<file path="src/rtl/lfsr_decrypt_engine.sv">
// LFSR stream decryptor: trains NTAPS candidate tap patterns on a known preamble,
// selects the lowest-index survivor, then streams the plaintext back to memory.
module lfsr_decrypt_engine #(
  parameter int unsigned        W            = 6,
  parameter int unsigned        NTAPS        = 6,
  parameter logic [NTAPS*W-1:0] TAPS         = {6'h39, 6'h36, 6'h33, 6'h30, 6'h2D, 6'h21},
  parameter logic [7:0]         PRE_CHAR     = 8'h5F,
  parameter int unsigned        PREAMBLE_LEN = 7,
  parameter int unsigned        MSG_LEN      = 64,
  parameter int unsigned        AW           = 8,
  parameter int unsigned        SRC_BASE     = 64,
  parameter int unsigned        DST_BASE     = 0,
  localparam int unsigned       SW           = (NTAPS > 1) ? $clog2(NTAPS) : 1
) (
  input  logic          clk,
  input  logic          init_n,
  input  logic          start,
  input  logic          strip,
  output logic [AW-1:0] raddr,
  input  logic [7:0]    rdata,
  output logic [AW-1:0] waddr,
  output logic [7:0]    wdata,
  output logic          wr_en,
  output logic          busy,
  output logic          done,
  output logic          err,
  output logic [SW-1:0] tap_sel
);

  localparam int unsigned   CW           = $clog2(MSG_LEN + 1);
  localparam logic [W-1:0]  PRE_MASK     = PRE_CHAR[W-1:0];
  localparam logic [AW-1:0] SRC_A        = AW'(SRC_BASE);
  localparam logic [AW-1:0] DST_A        = AW'(DST_BASE);
  localparam logic [CW-1:0] PRE_LAST     = CW'(PREAMBLE_LEN - 1);
  localparam logic [CW-1:0] PRE_NEARLAST = CW'(PREAMBLE_LEN - 2);
  localparam logic [CW-1:0] PRE_CNT      = CW'(PREAMBLE_LEN);
  localparam logic [CW-1:0] MSG_END      = CW'(MSG_LEN);

  typedef enum logic [2:0] {
    S_IDLE, S_SEED, S_TRAIN, S_SELECT, S_RESEED, S_DECRYPT, S_FIN
  } state_e;

  function automatic logic [W-1:0] tap_of(input int unsigned j);
    return TAPS[j*W +: W];
  endfunction

  function automatic logic [W-1:0] lfsr_step(input logic [W-1:0] s, input logic [W-1:0] t);
    return {s[W-2:0], ^(s & t)};
  endfunction

  state_e                    state_q, state_d;
  logic                      strip_q, strip_d;
  logic [CW-1:0]             cnt_q, cnt_d;
  logic [NTAPS-1:0]          mask_q, mask_d;
  logic [NTAPS-1:0][W-1:0]   lfsr_q, lfsr_d;
  logic [AW-1:0]             raddr_q, raddr_d;
  logic [AW-1:0]             waddr_q, waddr_d;
  logic [7:0]                wdata_q, wdata_d;
  logic                      wr_en_q, wr_en_d;
  logic                      busy_q, busy_d;
  logic                      done_q, done_d;
  logic                      err_q, err_d;
  logic [SW-1:0]             tap_sel_q, tap_sel_d;

  logic [SW-1:0]             sel_idx;
  logic [W-1:0]              sym;
  logic [W-1:0]              key;
  logic [W-1:0]              nxt;

  // Lowest-index surviving candidate wins.
  always_comb begin
    sel_idx = '0;
    for (int j = int'(NTAPS) - 1; j >= 0; j--) begin
      if (mask_q[j]) sel_idx = SW'(j);
    end
  end

  always_comb begin
    state_d   = state_q;
    strip_d   = strip_q;
    cnt_d     = cnt_q;
    mask_d    = mask_q;
    lfsr_d    = lfsr_q;
    raddr_d   = raddr_q;
    waddr_d   = waddr_q;
    wdata_d   = wdata_q;
    wr_en_d   = 1'b0;
    busy_d    = busy_q;
    done_d    = done_q;
    err_d     = err_q;
    tap_sel_d = tap_sel_q;
    sym       = rdata[W-1:0] ^ PRE_MASK;
    key       = lfsr_q[tap_sel_q];
    nxt       = '0;

    unique case (state_q)
      S_IDLE: begin
        if (start) begin
          strip_d   = strip;
          raddr_d   = SRC_A;
          mask_d    = '1;
          cnt_d     = '0;
          busy_d    = 1'b1;
          done_d    = 1'b0;
          err_d     = 1'b0;
          tap_sel_d = '0;
          state_d   = S_SEED;
        end
      end

      S_SEED: begin
        raddr_d = SRC_A + AW'(1);
        cnt_d   = '0;
        state_d = S_TRAIN;
      end

      // rdata holds c[cnt]; every candidate must reproduce each preamble symbol.
      S_TRAIN: begin
        for (int unsigned j = 0; j < NTAPS; j++) begin
          if (cnt_q == '0) begin
            lfsr_d[j] = sym;
          end else begin
            nxt       = lfsr_step(lfsr_q[j], tap_of(j));
            lfsr_d[j] = nxt;
            if (nxt != sym) mask_d[j] = 1'b0;
          end
        end
        raddr_d = (cnt_q >= PRE_NEARLAST) ? SRC_A : raddr_q + AW'(1);
        cnt_d   = cnt_q + CW'(1);
        if (cnt_q == PRE_LAST) state_d = S_SELECT;
      end

      S_SELECT: begin
        if (mask_q == '0) begin
          err_d   = 1'b1;
          busy_d  = 1'b0;
          done_d  = 1'b1;
          state_d = S_FIN;
        end else begin
          tap_sel_d = sel_idx;
          raddr_d   = SRC_A + AW'(1);
          state_d   = S_RESEED;
        end
      end

      // c[0] is back on rdata; symbol 0 is emitted here and the key advances.
      S_RESEED: begin
        lfsr_d[tap_sel_q] = lfsr_step(sym, tap_of(32'(tap_sel_q)));
        wdata_d           = rdata ^ 8'(sym);
        wr_en_d           = !strip_q;
        waddr_d           = DST_A;
        raddr_d           = raddr_q + AW'(1);
        cnt_d             = CW'(1);
        state_d           = S_DECRYPT;
      end

      S_DECRYPT: begin
        if (cnt_q != MSG_END) begin
          lfsr_d[tap_sel_q] = lfsr_step(key, tap_of(32'(tap_sel_q)));
          wdata_d           = rdata ^ 8'(key);
          if (!strip_q) begin
            wr_en_d = 1'b1;
            waddr_d = DST_A + AW'(cnt_q);
          end else if (cnt_q >= PRE_CNT) begin
            wr_en_d = 1'b1;
            waddr_d = DST_A + AW'(cnt_q) - AW'(PREAMBLE_LEN);
          end
          if (32'(cnt_q) + 32'd3 <= MSG_LEN) raddr_d = raddr_q + AW'(1);
          cnt_d = cnt_q + CW'(1);
        end else begin
          // Drain cycle: the final write is on the bus now.
          raddr_d = SRC_A;
          busy_d  = 1'b0;
          done_d  = 1'b1;
          state_d = S_FIN;
        end
      end

      S_FIN: begin
        state_d = S_IDLE;
      end

      default: begin
        state_d = S_IDLE;
      end
    endcase
  end

  always_ff @(posedge clk or negedge init_n) begin
    if (!init_n) begin
      state_q   <= S_IDLE;
      strip_q   <= 1'b0;
      cnt_q     <= '0;
      mask_q    <= '1;
      lfsr_q    <= '0;
      raddr_q   <= SRC_A;
      waddr_q   <= DST_A;
      wdata_q   <= '0;
      wr_en_q   <= 1'b0;
      busy_q    <= 1'b0;
      done_q    <= 1'b0;
      err_q     <= 1'b0;
      tap_sel_q <= '0;
    end else begin
      state_q   <= state_d;
      strip_q   <= strip_d;
      cnt_q     <= cnt_d;
      mask_q    <= mask_d;
      lfsr_q    <= lfsr_d;
      raddr_q   <= raddr_d;
      waddr_q   <= waddr_d;
      wdata_q   <= wdata_d;
      wr_en_q   <= wr_en_d;
      busy_q    <= busy_d;
      done_q    <= done_d;
      err_q     <= err_d;
      tap_sel_q <= tap_sel_d;
    end
  end

  assign raddr   = raddr_q;
  assign waddr   = waddr_q;
  assign wdata   = wdata_q;
  assign wr_en   = wr_en_q;
  assign busy    = busy_q;
  assign done    = done_q;
  assign err     = err_q;
  assign tap_sel = tap_sel_q;

endmodule

</file>
<file path="config.mk">
export PLATFORM = sky130hd
export DESIGN_NAME = lfsr_decrypt_engine
export DESIGN_NICKNAME = d
export VERILOG_FILES = /design/src/rtl/lfsr_decrypt_engine.sv
export SDC_FILE = /design/constraint.sdc
export NUM_CORES = 1
export LEC_CHECK = 0
export ABC_AREA = 1
export BUFFER_PORTS_ARGS = -buffer_cell sky130_fd_sc_hd__buf_2
export CORE_ASPECT_RATIO = 0.6
export CORE_MARGIN = 2
export CORE_UTILIZATION = 50
export DETAILED_ROUTE_END_ITERATION = 10
export GPL_ROUTABILITY_DRIVEN = 0
export HOLD_SLACK_MARGIN = 0.1
export PLACE_DENSITY = 0.68
export SETUP_SLACK_MARGIN = 0.02
export SKIP_LAST_GASP = 1
export SLEW_MARGIN = 0
export SYNTH_ARGS = -nofsm -noshare
export SYNTH_HDL_FRONTEND = slang
export SYNTH_SLANG_ARGS = --single-unit
</file>
<file path="constraint.sdc">
create_clock -name clk -period 4.45 [get_ports clk]
set_input_delay 0.2225 -clock clk [delete_from_list [all_inputs] [get_ports clk]]
set_output_delay 0.2225 -clock clk [all_outputs]
set_load 0.01 [all_outputs]
</file>
==> run_results.csv <==
group,metric,value,unit
sta,finalMaxSlewViolations,0,
sta,rsz0062_at_grt,"no",
clock_tree,cts_resized,0,
synthesis,synth_enable_flop_cells,0,
critical_path,crit_family,"simple AND/OR/NAND/NOR gates",
critical_path,cp_slowest_cell,"nor2_1",
global_routing,gr-total-overflow,0,
min_path,hp-class,"input pin to async pin",
pwr,swShare,57.1,%
synthesis,synth.avg_cell_area,6.53,sq um
finish,final_layout_size_suffix_gt1_share,10.3,%
clock_tree,htreeDepth,3,
critical_path,cp.arrival,3.49,ns
status,outcome,"finished clean",
route,routed_wl,23.8,mm
synthesis,synthDistinctLibCells,47,
finish,diodes,0,
synthesis,synth_compound_area_share,20.4,%
clock_tree,clock_sinks,84,
clock_tree,clock_latency,0.36,ns
clock_tree,root_buffer,"clkbuf_16",
clock_tree,hold_buffers,4,
critical_path,ff2ff_path_depth,10,
place,io_buffers,42,
synthesis,synth_top_cell_area_share,29.0,%
finish,areaGrowthSynthToFinish,8.93,%
pwr,power_frac_seq,24.3,%
route,drt_iter0_markers,1158,
route,drtPass1Iterations,7,
pwr,power.density,888,nW/um^2
route,vias,7381,
critical_path,start_kind,"flip-flop",
finish,layout.nets,1059,
synthesis,synth_cells,1018,
synthesis,synth-seq-cells,84,
synthesis,synthMuxAreaShare,0,%
critical_path,max_stage_delay,0.63,ns
synthesis,netlist_top_cells_count,"nand2_1, o21ai_0, inv_1",
critical_path,path_common_cell,"inv_1",
synthesis,synth_top_family_by_area,"simple AND/OR/NAND/NOR gates",
critical_path,r2r_start,"cnt_q[0]",
critical_path,crit_path_end_kind,"flip-flop",
pwr,pwr-share-clk,12.4,%
sta,fmax,311,MHz
pwr,total_leakage_power,3.48,nW
route,postRouteAntennaNets,0,
pwr,combPwrFrac,63.3,%
place,dpl.hpwl,17.0,mm
critical_path,r2r_end,"lfsr_q[25]",
critical_path,cp_cell_sequence,"inv_1 > ha_1 > inv_1 > nor2_1 > inv_1 > nor2_4 > inv_2 > nor2_1 > o21ai_0 > a31oi_1",
route,routed_via_density,6.09,
sta,hold_viol_final,0,
critical_path,cp.required,4.72,ns
synthesis,syn-num-nets,1040,
floorplan,core-area,12900,sq um
synthesis,synth-main-ff-cell,"dfrtp_1",
global_routing,grt_pass1_wl,36.8,mm
sta,finalSetupTns,0,ns
critical_path,criticalPathCategory,"flip-flop to flip-flop",
synthesis,synth_xor_area_share,5.01,%
synthesis,async_flop_share,100,%
global_routing,grtUsageTotal,33.7,%
clock_tree,clkTransAtPathRegs,0.07,ns
critical_path,crit_fanout,26,
synthesis,synth_warnings,0,
finish,final_util,56.1,%
pwr,p_sw,3.67,mW
global_routing,grt_pass1_vias,6402,
clock_tree,cts_made_buffers,9,
clock_tree,cts_setup_buffers,0,
floorplan,num_rows,32,
synthesis,netlist_area,6640,sq um
route,wire_per_inst,19.6,microns
global_routing,antenna_found_initial,0,
sta,finalCritPeriodShare,72.3,%
synthesis,synth.largest_area_cell,"dfrtp_1",
critical_path,r2r_setup_slack,1.23,ns
synthesis,ys_seq_area_share,31.8,%
critical_path,path_buf_inv,4,
floorplan,io_pins,43,
pwr,p_int,2.76,mW
synthesis,synth_area_leaders,"dfrtp_1, nand2_1, o21ai_0",
job,cap_violations,0,
synthesis,synthSimpleGateAreaFrac,31.5,%
sta,clock_skew,0.0112,ns
floorplan,die_w,153,microns
sta,fin_crit,3.22,ns
clock_tree,cts_tree,"built",
floorplan,initial_core_util,51.5,%
floorplan,die_area,14300,sq um
synthesis,synth_fa_ha_area_share,1.88,%
synthesis,yosysMostFrequentCell,"nand2_1",
pwr,ir_drop,0.000328,V
floorplan,dieHeight,93.3,microns
sta,finalSetupViolCount,0,
sta,relSlewSlack,48.8,%
global_routing,grt_start_max_net_pins,52,
sta,tightest_slew,0.768,ns
route,drc,0,
clock_tree,clockBufferDepth,2,
==> power by group through the flow <==
stage,logic [mW],clock network [mW],registers [mW]
6_report,4.06,0.798,1.56
5_1_grt,4.48,0.825,1.58
4_1_cts,3.91,0.796,1.52
3_5_place_dp,3.88,0,1.53
3_3_place_gp,3.85,0,1.54
2_1_floorplan,2.83,0,1.41
==> state kept, by name, indices dropped and copies added, names as in the netlist <==
| name | count |
|---|---|
| lfsr_q | 36 |
| raddr | 8 |
| waddr | 8 |
| wdata | 8 |
| cnt_q | 7 |
| mask_q | 6 |
| state_q | 3 |
| tap_sel | 3 |
| busy | 1 |
| done | 1 |
| err | 1 |
| strip_q | 1 |
| wr_en | 1 |
==> worst max-delay path by stage <==
stage,from,depth (start not counted),slack [ns],end
after floorplan,tap_sel[2],14,2.20,lfsr_q[18]
after global placement,cnt_q[0],10,1.49,lfsr_q[25]
after detailed placement,cnt_q[0],10,1.44,lfsr_q[25]
after CTS,cnt_q[0],10,1.41,lfsr_q[25]
after global routing,cnt_q[0],10,1.03,lfsr_q[25]
final,cnt_q[0],10,1.23,lfsr_q[25]
==> layer usage <==
metal / track usage, % / share of wire [%] / vias up
li1: - / - / 3402
met1: 52.8 / 46 / 3364
met2: 40.8 / 35 / 566
met3: 14.9 / 17 / 49
met4: 7.56 / 1.7 / 0
met5: 0 / 0 / -
==> cells in the final DEF, fill, tap and decap left out, types with 6 or more instances in the layout <==
master | Yosys | final
buf_4 | 4 | 7
nand3_1 | 55 | 55
ha_1 | 10 | 10
inv_1 | 96 | 96
o21ai_0 | 106 | 106
nand2_1 | 282 | 282
xor2_1 | 26 | 26
a21oi_1 | 78 | 78
clkinv_1 | 6 | 6
nor2_2 | 12 | 12
o22ai_1 | 9 | 9
clkbuf_16 | 0 | 9
dfrtp_1 | 77 | 77
nand4_1 | 9 | 9
o2111ai_1 | 6 | 6
inv_2 | 7 | 7
nor2_1 | 90 | 90
nor3_1 | 15 | 15
a31oi_1 | 18 | 18
nand2_2 | 6 | 6
buf_2 | 14 | 41
dfstp_2 | 7 | 7
a32oi_1 | 7 | 7
xnor2_1 | 12 | 12
==> through the flow <==
stage | hold WS (ns) | area, sq um | setup slack, ns | cells | power, mW
after floorplan | -0.0731 | 6640 | 2.20 | 1018 | 4.23
after global placement | 0.206 | 6890 | 1.49 | 1192 | 5.39
after detailed placement | 0.209 | 6890 | 1.44 | 1192 | 5.41
after CTS | 0.347 | 7240 | 1.41 | 1212 | 6.23
after global routing | 0.379 | 7240 | 1.03 | 1212 | 6.89
final | 0.357 | 7240 | 1.23 | 1212 | 6.42
==> cell type report <==
cell class	instances	area, sq um
inverters	109	409
repair buffers	52	298
well taps	170	213
fillers	1330	5660
flip-flops and latches	84	2110
clock buffers	11	243
clock inverters	5	60.1
multi-input cells	781	3900
==> logic make-up after synthesis <==
group | count (synthesis)
simple gates | 490
compound gates | 243
buf+inv | 153
flops | 84
xor+xnor | 38
fa+ha+maj | 10
Power figures use the tool's default switching activity.
